[config.mk]
export PLATFORM = sky130hd
export DESIGN_NAME = dma_isr_arbiter
export DESIGN_NICKNAME = d
export VERILOG_FILES = /design/src/rtl/dma_isr_arbiter.sv
export SDC_FILE = /design/constraint.sdc
export NUM_CORES = 1
export LEC_CHECK = 0
export BUFFER_PORTS_ARGS = -buffer_cell sky130_fd_sc_hd__buf_2
export CORE_AREA = 2 2 258 260
export DETAILED_ROUTE_END_ITERATION = 10
export DIE_AREA = 0 0 260 262
export GPL_ROUTABILITY_DRIVEN = 0
export HOLD_SLACK_MARGIN = 0.06
export RECOVER_POWER = 50
export SLEW_MARGIN = 20
export SYNTH_ARGS = -nofsm -noshare
export SYNTH_HDL_FRONTEND = slang
export SYNTH_SLANG_ARGS = --single-unit
[constraint.sdc]
create_clock -name aclk -period 2.65 [get_ports aclk]
set_clock_uncertainty 0.15 [all_clocks]
set_input_delay 0 -clock aclk [delete_from_list [all_inputs] [get_ports aclk]]
set_output_delay 0 -clock aclk [all_outputs]
set_load 0.1 [all_outputs]
[src/rtl/dma_isr_arbiter.sv]
`timescale 1ns / 1ps
`default_nettype none
// ============================================================================
// Module      : dma_isr_arbiter
// Description : Round-robin arbiter that funnels per-requester ISR DMA
//               descriptors onto one shared request channel. It tracks issued
//               requests in an in-order ID FIFO and routes each completion
//               pulse back to the requester that owns it.
//               Optional macro DMA_ISR_ARB_STATS_EN adds per-requester
//               32-bit grant counters on output grant_cnt.
// Revision    : 1.0 - initial release
// ============================================================================
module dma_isr_arbiter #(
    parameter int N_ID          = 4,
    parameter int REQ_BITS      = 128,
    parameter int N_OUTSTANDING = 8
) (
    input  logic                             aclk,
    input  logic                             areset,
    input  logic [N_ID-1:0]                  s_req_valid,
    output logic [N_ID-1:0]                  s_req_ready,
    input  logic [N_ID*REQ_BITS-1:0]         s_req_data,
    output logic                             m_req_valid,
    input  logic                             m_req_ready,
    output logic [REQ_BITS-1:0]              m_req_data,
    input  logic                             m_done,
    output logic [N_ID-1:0]                  s_done,
    output logic                             err_spurious,
    output logic [$clog2(N_OUTSTANDING):0]   outstanding
`ifdef DMA_ISR_ARB_STATS_EN
    ,
    output logic [N_ID*32-1:0]               grant_cnt
`endif
);

    localparam int c_ID_W  = $clog2(N_ID);
    localparam int c_PTR_W = $clog2(N_OUTSTANDING);
    localparam int c_CNT_W = c_PTR_W + 1;

    localparam logic [c_CNT_W-1:0] c_MAX_OUT = c_CNT_W'(N_OUTSTANDING);

    localparam logic [0:0] c_ST_IDLE  = 1'b0;
    localparam logic [0:0] c_ST_ISSUE = 1'b1;

    logic [0:0]          r_state;
    logic [0:0]          w_state_nxt;
    logic [c_ID_W-1:0]   r_last_grant;
    logic [c_ID_W-1:0]   r_grant_id;
    logic [REQ_BITS-1:0] r_data;
    logic [c_ID_W-1:0]   r_fifo [N_OUTSTANDING];
    logic [c_PTR_W-1:0]  r_wr_ptr;
    logic [c_PTR_W-1:0]  r_rd_ptr;
    logic [c_CNT_W-1:0]  r_count;
    logic [N_ID-1:0]     r_s_done;
    logic                r_err;

    logic                w_found;
    logic [c_ID_W-1:0]   w_winner;
    logic [c_ID_W-1:0]   w_idx;
    logic                w_grant;
    logic                w_push;
    logic                w_pop;

    // Round-robin search starting one past the last granted requester
    always_comb begin
        w_found  = 1'b0;
        w_winner = '0;
        w_idx    = '0;
        for (int i = 1; i <= N_ID; i++) begin
            w_idx = c_ID_W'((int'(r_last_grant) + i) % N_ID);
            if (!w_found && s_req_valid[w_idx]) begin
                w_found  = 1'b1;
                w_winner = w_idx;
            end
        end
    end

    // Full check uses the registered count only, so a same-cycle pop cannot
    // open a slot for a grant in that cycle.
    assign w_grant = (r_state == c_ST_IDLE) && w_found && (r_count < c_MAX_OUT) && !areset;
    assign w_push  = (r_state == c_ST_ISSUE) && m_req_ready;
    assign w_pop   = m_done && (r_count != '0);

    // One-hot accept to the winner during the grant cycle only
    always_comb begin
        s_req_ready = '0;
        if (w_grant) begin
            s_req_ready[w_winner] = 1'b1;
        end
    end

    // State register
    always_ff @(posedge aclk) begin
        if (areset) begin
            r_state <= c_ST_IDLE;
        end else begin
            r_state <= w_state_nxt;
        end
    end

    // Next-state logic: grant moves to ISSUE, channel handshake returns to IDLE
    always_comb begin
        w_state_nxt = r_state;
        case (r_state)
            c_ST_IDLE:  if (w_grant) w_state_nxt = c_ST_ISSUE;
            c_ST_ISSUE: if (m_req_ready) w_state_nxt = c_ST_IDLE;
            default:    w_state_nxt = c_ST_IDLE;
        endcase
    end

    // Capture the winner's ID and descriptor at grant; held stable through ISSUE
    always_ff @(posedge aclk) begin
        if (areset) begin
            r_last_grant <= c_ID_W'(N_ID - 1);
            r_grant_id   <= '0;
            r_data       <= '0;
        end else if (w_grant) begin
            r_last_grant <= w_winner;
            r_grant_id   <= w_winner;
            r_data       <= s_req_data[int'(w_winner)*REQ_BITS +: REQ_BITS];
        end
    end

    // ID FIFO storage; contents are don't-care while the slot is empty
    always_ff @(posedge aclk) begin
        if (w_push) begin
            r_fifo[r_wr_ptr] <= r_grant_id;
        end
    end

    // FIFO pointers (wrap naturally at the power-of-two depth) and occupancy
    always_ff @(posedge aclk) begin
        if (areset) begin
            r_wr_ptr <= '0;
            r_rd_ptr <= '0;
            r_count  <= '0;
        end else begin
            if (w_push) r_wr_ptr <= r_wr_ptr + c_PTR_W'(1);
            if (w_pop)  r_rd_ptr <= r_rd_ptr + c_PTR_W'(1);
            case ({w_push, w_pop})
                2'b10:   r_count <= r_count + c_CNT_W'(1);
                2'b01:   r_count <= r_count - c_CNT_W'(1);
                default: r_count <= r_count;
            endcase
        end
    end

    // Completion routing to the head owner, plus sticky spurious-done flag
    always_ff @(posedge aclk) begin
        if (areset) begin
            r_s_done <= '0;
            r_err    <= 1'b0;
        end else begin
            r_s_done <= '0;
            if (w_pop) begin
                r_s_done[r_fifo[r_rd_ptr]] <= 1'b1;
            end
            if (m_done && (r_count == '0)) begin
                r_err <= 1'b1;
            end
        end
    end

    assign m_req_valid  = (r_state == c_ST_ISSUE);
    assign m_req_data   = r_data;
    assign s_done       = r_s_done;
    assign err_spurious = r_err;
    assign outstanding  = r_count;

`ifdef DMA_ISR_ARB_STATS_EN
    for (genvar g = 0; g < N_ID; g++) begin : g_grant_cnt
        logic [31:0] r_cnt;

        // Per-requester wrapping grant counter
        always_ff @(posedge aclk) begin
            if (areset) begin
                r_cnt <= '0;
            end else if (w_grant && (w_winner == c_ID_W'(g))) begin
                r_cnt <= r_cnt + 32'd1;
            end
        end

        assign grant_cnt[g*32 +: 32] = r_cnt;
    end
`endif

endmodule
`default_nettype wire

==> Yosys cells after proc, flatten, opt, wreduce, memory -nomap -nowiden <==
Memory sizes are Yosys's and may differ from the RTL's. A register that Yosys moved wholly into a read port is not among the register bits.
Cells that the tools add are included.
{ "op_classes": {"muxes": 29, "eq_ne": 2, "n_addsub": 8, "magnitude_cmp": 9, "reduce_logical": 19, "bitwise": 2, "shifts": 1} }
{ "ops": {"columns": ["op", "n"], "rows": [
  ["512-bit by 10-bit variable part select with 128-bit output", 1],
  ["2-bit by 3-bit less-than comparator with 1-bit output, second input constant", 6],
  ["1-bit 2-to-1 mux", 14],
  ["1-bit logical AND", 11],
  ["1-bit binary-select mux with 2-bit select", 4],
  ["2-bit 2-to-1 mux", 4],
  ["4-bit one-hot mux with 2 select lines", 1],
  ["3-bit by 1-bit adder with 3-bit output, second input constant", 2],
  ["3-bit 2-to-1 mux", 2],
  ["2-bit by 1-bit adder with 2-bit output, second input constant", 2],
  ["2-bit adder, second input constant", 2],
  ["4-bit by 1-bit adder with 4-bit output, second input constant", 1],
  ["1-bit demux with 2-bit select", 2],
  ["2-bit by 1-bit >= comparator with 1-bit output, second input constant", 2],
  ["1-bit logical NOT", 4],
  ["4-bit logical NOT", 1],
  ["4-bit less-than comparator, second input constant", 1],
  ["4-bit 2-to-1 mux", 1],
  ["4-bit nonzero test", 1],
  ["4-bit by 1-bit subtractor with 4-bit output, second input constant", 1],
  ["2-bit by 1-bit equality test with 1-bit output, second input constant", 1],
  ["2-bit equality test, second input constant", 1],
  ["1-bit inverter", 2],
  ["1-bit one-hot mux with 2 select lines", 1],
  ["other kinds (2)", 2]
]} }
{ "totals": {"ramBits": 16, "ff_bits": 148, "wordCells": 80, "out_inout_bits": 142, "memories": 1} }
{ "memory_table": {"columns": ["memory", "depth", "word_bits", "rd", "rd_clocked_by_memory_dff", "wr", "line_no", "text"], "rows": [
  ["r_fifo", 8, 2, 1, 1, 1, "50", "logic [c_ID_W-1:0] r_fifo [N_OUTSTANDING];"]
]} }

==> Longest topological paths before layout <==
{ "logic_depth": {"depth_word": 18, "mapped_depth": 10} }

==> Worst setup path before layout <==
OpenSTA, ideal clock, no wires.
{ "synth_path": {"kind": "register to output", "from": "register r_count[3], in the netlist outstanding[3]", "to": "output s_req_ready[0]", "setup_slack_ns": -1.011, "arrival_ns": 3.511, "path_stages_with_launch": 4, "path_buffers": 1, "path_cell_list": "dfxtp_1 -> or4_1 -> clkbuf_1 -> nor3_1"} }
{ "synth_via": {"elab_chain_len": 4} }
{ "synth_rtl": {"columns": ["element", "line_no", "text"], "rows": [
  ["start, declared", "53", "logic [c_CNT_W-1:0] r_count;"],
  ["start signal, assigned", "141", "2'b10: r_count <= r_count + c_CNT_W'(1);"],
  ["start signal, assigned", "142", "2'b01: r_count <= r_count - c_CNT_W'(1);"],
  ["start signal, assigned", "143", "default: r_count <= r_count;"],
  ["4-bit less-than comparator", "80", "assign w_grant = (r_state == c_ST_IDLE) && w_found && (r_count < c_MAX_OUT) && !areset;"],
  ["1-bit logical AND (2 in a row)", "80", null],
  ["4-bit 2-to-1 mux", "87", "if (w_grant) begin"],
  ["end, declared", "21", "output logic [N_ID-1:0] s_req_ready,"]
]} }
Every way passes these cells.

==> Worst setup path after layout <==
{ "layout_path": {"from": "register r_last_grant[0]", "to": "register r_data[112], in the netlist m_req_data[112]"} }
{ "layout_via": {"elab_chain_len": 16, "word_cells_on_any_way": 30, "cone_classes": "add/sub (4); shift (1); mux (16); reduce/logical (9)"} }
{ "layout_rtl": {"columns": ["element", "line_no", "text"], "rows": [
  ["start, declared", "47", "logic [c_ID_W-1:0] r_last_grant;"],
  ["start signal, assigned", "114", "r_last_grant <= c_ID_W'(N_ID - 1);"],
  ["start signal, assigned", "118", "r_last_grant <= w_winner;"],
  ["parallel branches: the longest is 16 deep, another holds 2-bit by 1-bit adder with 2-bit output", null, null],
  ["end signal, assigned", "120", "r_data <= s_req_data[int'(w_winner)*REQ_BITS +: REQ_BITS];"],
  ["end, declared", "49", "logic [REQ_BITS-1:0] r_data;"]
]} }
Parallel ways; which one is timed is not known. The select of a mux whose other input is x is not followed.
A chain may end at the register's enable or synchronous reset.

==> run summary <==
Initial Utilization = 16.3%
CTS tree = yes
first-pass GRT wire length = 83,500 um
number of synthesized flops with an enable pin = 16
DRT Pass-1 Iters = 7
Pins Over Slew Limit = 0
Total Routed Length = 62,800 um
HPWL after DPL = 36,600 um
DR vias/cell = 4.68
DRC violations left = 0
clk sink count = 167
Fillers = 6,653
Synth Area in XOR/XNOR = 0.657%
Mapped Nets = 1,843
Synth Area in Adders = 0.469%
vias in the first global route = 15,100
core area = 65,300 um2
main combinational cell family by area after synthesis = compound AO/OA/AOI/OAI gates
clk_lat worst skew = 0.48 ns
Die Y = 262 um
LEAKAGE = 9.26 nW
RSZ-0062 raised after global routing = true
Critical R2R Capture = m_req_data[112]$_SDFFE_PP0P_
final worst-path cycle share = 98.3%
Sum Neg Setup Slack = 0 ns
FFs w/ async S/R, synth = 0%
Via Count = 15,600
power density over cell area = 806 nW/um2
critical-path maximum fanout = 85
H-tree depth = 4
synthesized flop and latch total = 167
HP Class = in -> reg
WHS Endpoint = r_grant_id[0]$_SDFFE_PP0P_
Worst-Margin Slew = 1.47 ns
average cell area after synthesis = 8.09 um2
hold wc startpoint = s_req_valid[1]
fmax = 384 MHz
r2r setup slk = 0.05 ns
Yosys cell types = 45
CP Class = reg -> reg
Worst-path clk slew = 0.08 ns
reg-to-reg startpoint = r_last_grant[0]$_SDFFE_PP1P_
pre-CTS setup slack = 0.203 ns
Fin Hold WS = 0.168 ns
largest net degree at the start of global routing = 103
critical path arrival = 2.81 ns
synthesized netlist cell count = 1,319
overall routing resource usage = 15.8%
mux cell area share after synthesis = 13.2%
WL per Instance = 18.8 um
crit end category = register
Worst slew margin = 2.75%
setup violators final = 0
Critical Path RT = 2.86 ns
share of cells above drive strength 1 = 27.6%
Die Width = 260 um
ANT nets after route = 0
Core Util, Final = 32.5%
post-route setup slack = 0.0457 ns
Max VDD drop = 0.506 mV
die footprint = 68,100 um2
Port Buffers = 661
sequential area share after synthesis = 32.8%
startpoint types = register
status = complete, no violations
gr ovfl total = 0
Initial DRC Count = 1,310
Mapped Area = 10,700 um2
Final Critical Period = 2.60 ns
final hold violation count = 0
Reg2Reg Depth = 7
overall power = 17.1 mW
clk buf depth = 2
Synth Area in Compound Gates = 23.7%
CTS Root Cell = clkbuf_16
maxcap violations = 0
initial antenna violation count = 4
site row count = 94
area grow syn2layout = 99.1%
nets@finish = 2,983
Synth Flop Type = dfxtp_1
Ys Warns = 0
Synth Area in Simple Gates = 18.1%
Worst Hold Path Cells = 6
I/O pins = 662
total CTS buffers = 17
==> power by group <==
part           total [mW]  switching, mW  internal, mW  leakage (nW)
sequential           3.78          0.503          3.28          1.40
combinational        10.6           7.66          2.94          7.56
clock                2.74           1.43          1.31         0.304
==> what timing repair did <==
item	4_1_cts	5_1_grt
endpoints found under the hold margin	159	0
hold buffers	520	0
buffers inserted	0	15
pin swaps	0	1
resized for setup	1	29
endpoints found under the setup margin	1	93
gates cloned	0	11
==> metrics by stage <==
step | std cells | cell area [um2]
after floorplan | 1319 | 10700
after global placement | 2758 | 15100
after detailed placement | 2758 | 15100
after CTS | 3310 | 21000
after global routing | 3336 | 21200
final | 3341 | 21200
==> sequential cells by signal, indices dropped and copies added, names as in the netlist, named ones only <==
| signal | cells |
|---|---|
| r_grant_id | 2 |
| r_wr_ptr | 3 |
| err_spurious | 1 |
| r_fifo | 16 |
| m_req_data | 128 |
| r_rd_ptr | 3 |
| r_last_grant | 2 |
| s_done | 4 |
| outstanding | 4 |
| m_req_valid | 1 |
==> placed cells by master, fill, tap and decap left out, types with 2 or more instances in the layout <==
cell type,n
edfxtp_1,16
buf_16,3
nor4_1,3
dfxtp_1,144
buf_8,2
and4_1,128
dlygate4sd3_1,519
nand2b_1,6
a21oi_1,8
dfxtp_2,5
mux2i_1,128
buf_4,47
buf_2,532
mux2_2,2
dfxtp_4,2
xor2_1,5
inv_12,3
a31oi_1,128
o21ai_1,10
o21ai_4,2
mux4_2,4
o21ai_0,122
clkinv_8,7
ha_1,4
inv_1,129
nor2_1,22
xnor2_1,3
buf_6,14
clkbuf_16,22
diode_2,5
nor3_1,5
o211ai_1,128
clkbuf_1,128
buf_12,15
nand2_1,140
inv_6,4
==> cells by family after synthesis <==
logic type	after synthesis
xor+xnor	8
fa+ha+maj	4
compound gates	405
buf+inv	276
mux	136
simple gates	323
flops	167
==> routing by layer <==
| metal | global-route usage, % | part of all wire [%] | vias up | wire length, um |
|---|---|---|---|---|
| met1 | 17.5 | 38 | 7258 | 23700 |
| li1 | - | - | 7156 | - |
| met4 | 8.75 | 5.3 | 4 | 3350 |
| met3 | 5.23 | 9.5 | 254 | 5990 |
| met5 | 0 | 0.024 | - | 15 |
| met2 | 26.7 | 47 | 968 | 29700 |
==> synthesized netlist by cell type, types with 2 or more instances <==
master    count  area share, %
mux2_2        2           0.21
o211ai_1    128            9.0
and4_1      128             11
ha_1          4           0.47
nor2b_1       2           0.12
nor3_1        6           0.28
buf_2        22            1.0
xnor2_1       3           0.25
dfxtp_1     151             28
buf_4        22            1.5
a31oi_1     129            7.6
mux4_2        4           0.84
clkbuf_4      2           0.14
nor2_1       24           0.84
edfxtp_1     16            4.5
buf_6         2           0.21
nand2_1     141            5.0
o21ai_0     123            5.8
a21oi_1       8           0.38
nand2b_1      6           0.35
clkbuf_1     96            3.4
o21ai_1      10           0.47
and2_1        3           0.18
buf_1         2          0.070
mux2i_1     130             12
xor2_1        5           0.41
nor4_1        3           0.18
and3_1        2           0.12
inv_1       129            4.5
==> layout make-up <==
cell class              instances  area [um2]  area share (%)
repair buffers               1267        9410            44.3
multi-input cells             876        6100            28.7
flip-flops and latches        167        3520            16.6
clock inverters                15         209           0.984
clock buffers                  17         425            2.00
inverters                     130         488            2.30
well taps                     864        1080            5.09
diodes                          5        12.5          0.0589
==> how the worst max path moves through the flow <==
stage | slack [ns] | end | startpoint
final | 0.05 | m_req_data[112]$_SDFFE_PP0P_ | r_last_grant[0]$_SDFFE_PP1P_
after detailed placement | 0.20 | outstanding[2]$_SDFFE_PP0P_ | outstanding[3]$_SDFFE_PP0P_
after floorplan | 0.02 | outstanding[2]$_SDFFE_PP0P_ | outstanding[3]$_SDFFE_PP0P_
after CTS | 0.03 | s_req_ready[0] | r_last_grant[0]$_SDFFE_PP1P_
after global placement | 0.18 | outstanding[2]$_SDFFE_PP0P_ | outstanding[3]$_SDFFE_PP0P_
after global routing | -0.05 | m_req_data[41]$_SDFFE_PP0P_ | r_last_grant[0]$_SDFFE_PP1P_
==> critical path, stage by stage, from the launching register on <==
cell	delay [ns]
dfxtp_2	0.34
nand2b_1	0.17
a21o_4	0.24
buf_16	0.18
and4_1	0.28
o21ai_0	0.30
dlygate4sd3_1	0.63
o211ai_1	0.09
(Power assumes the default switching activity.)
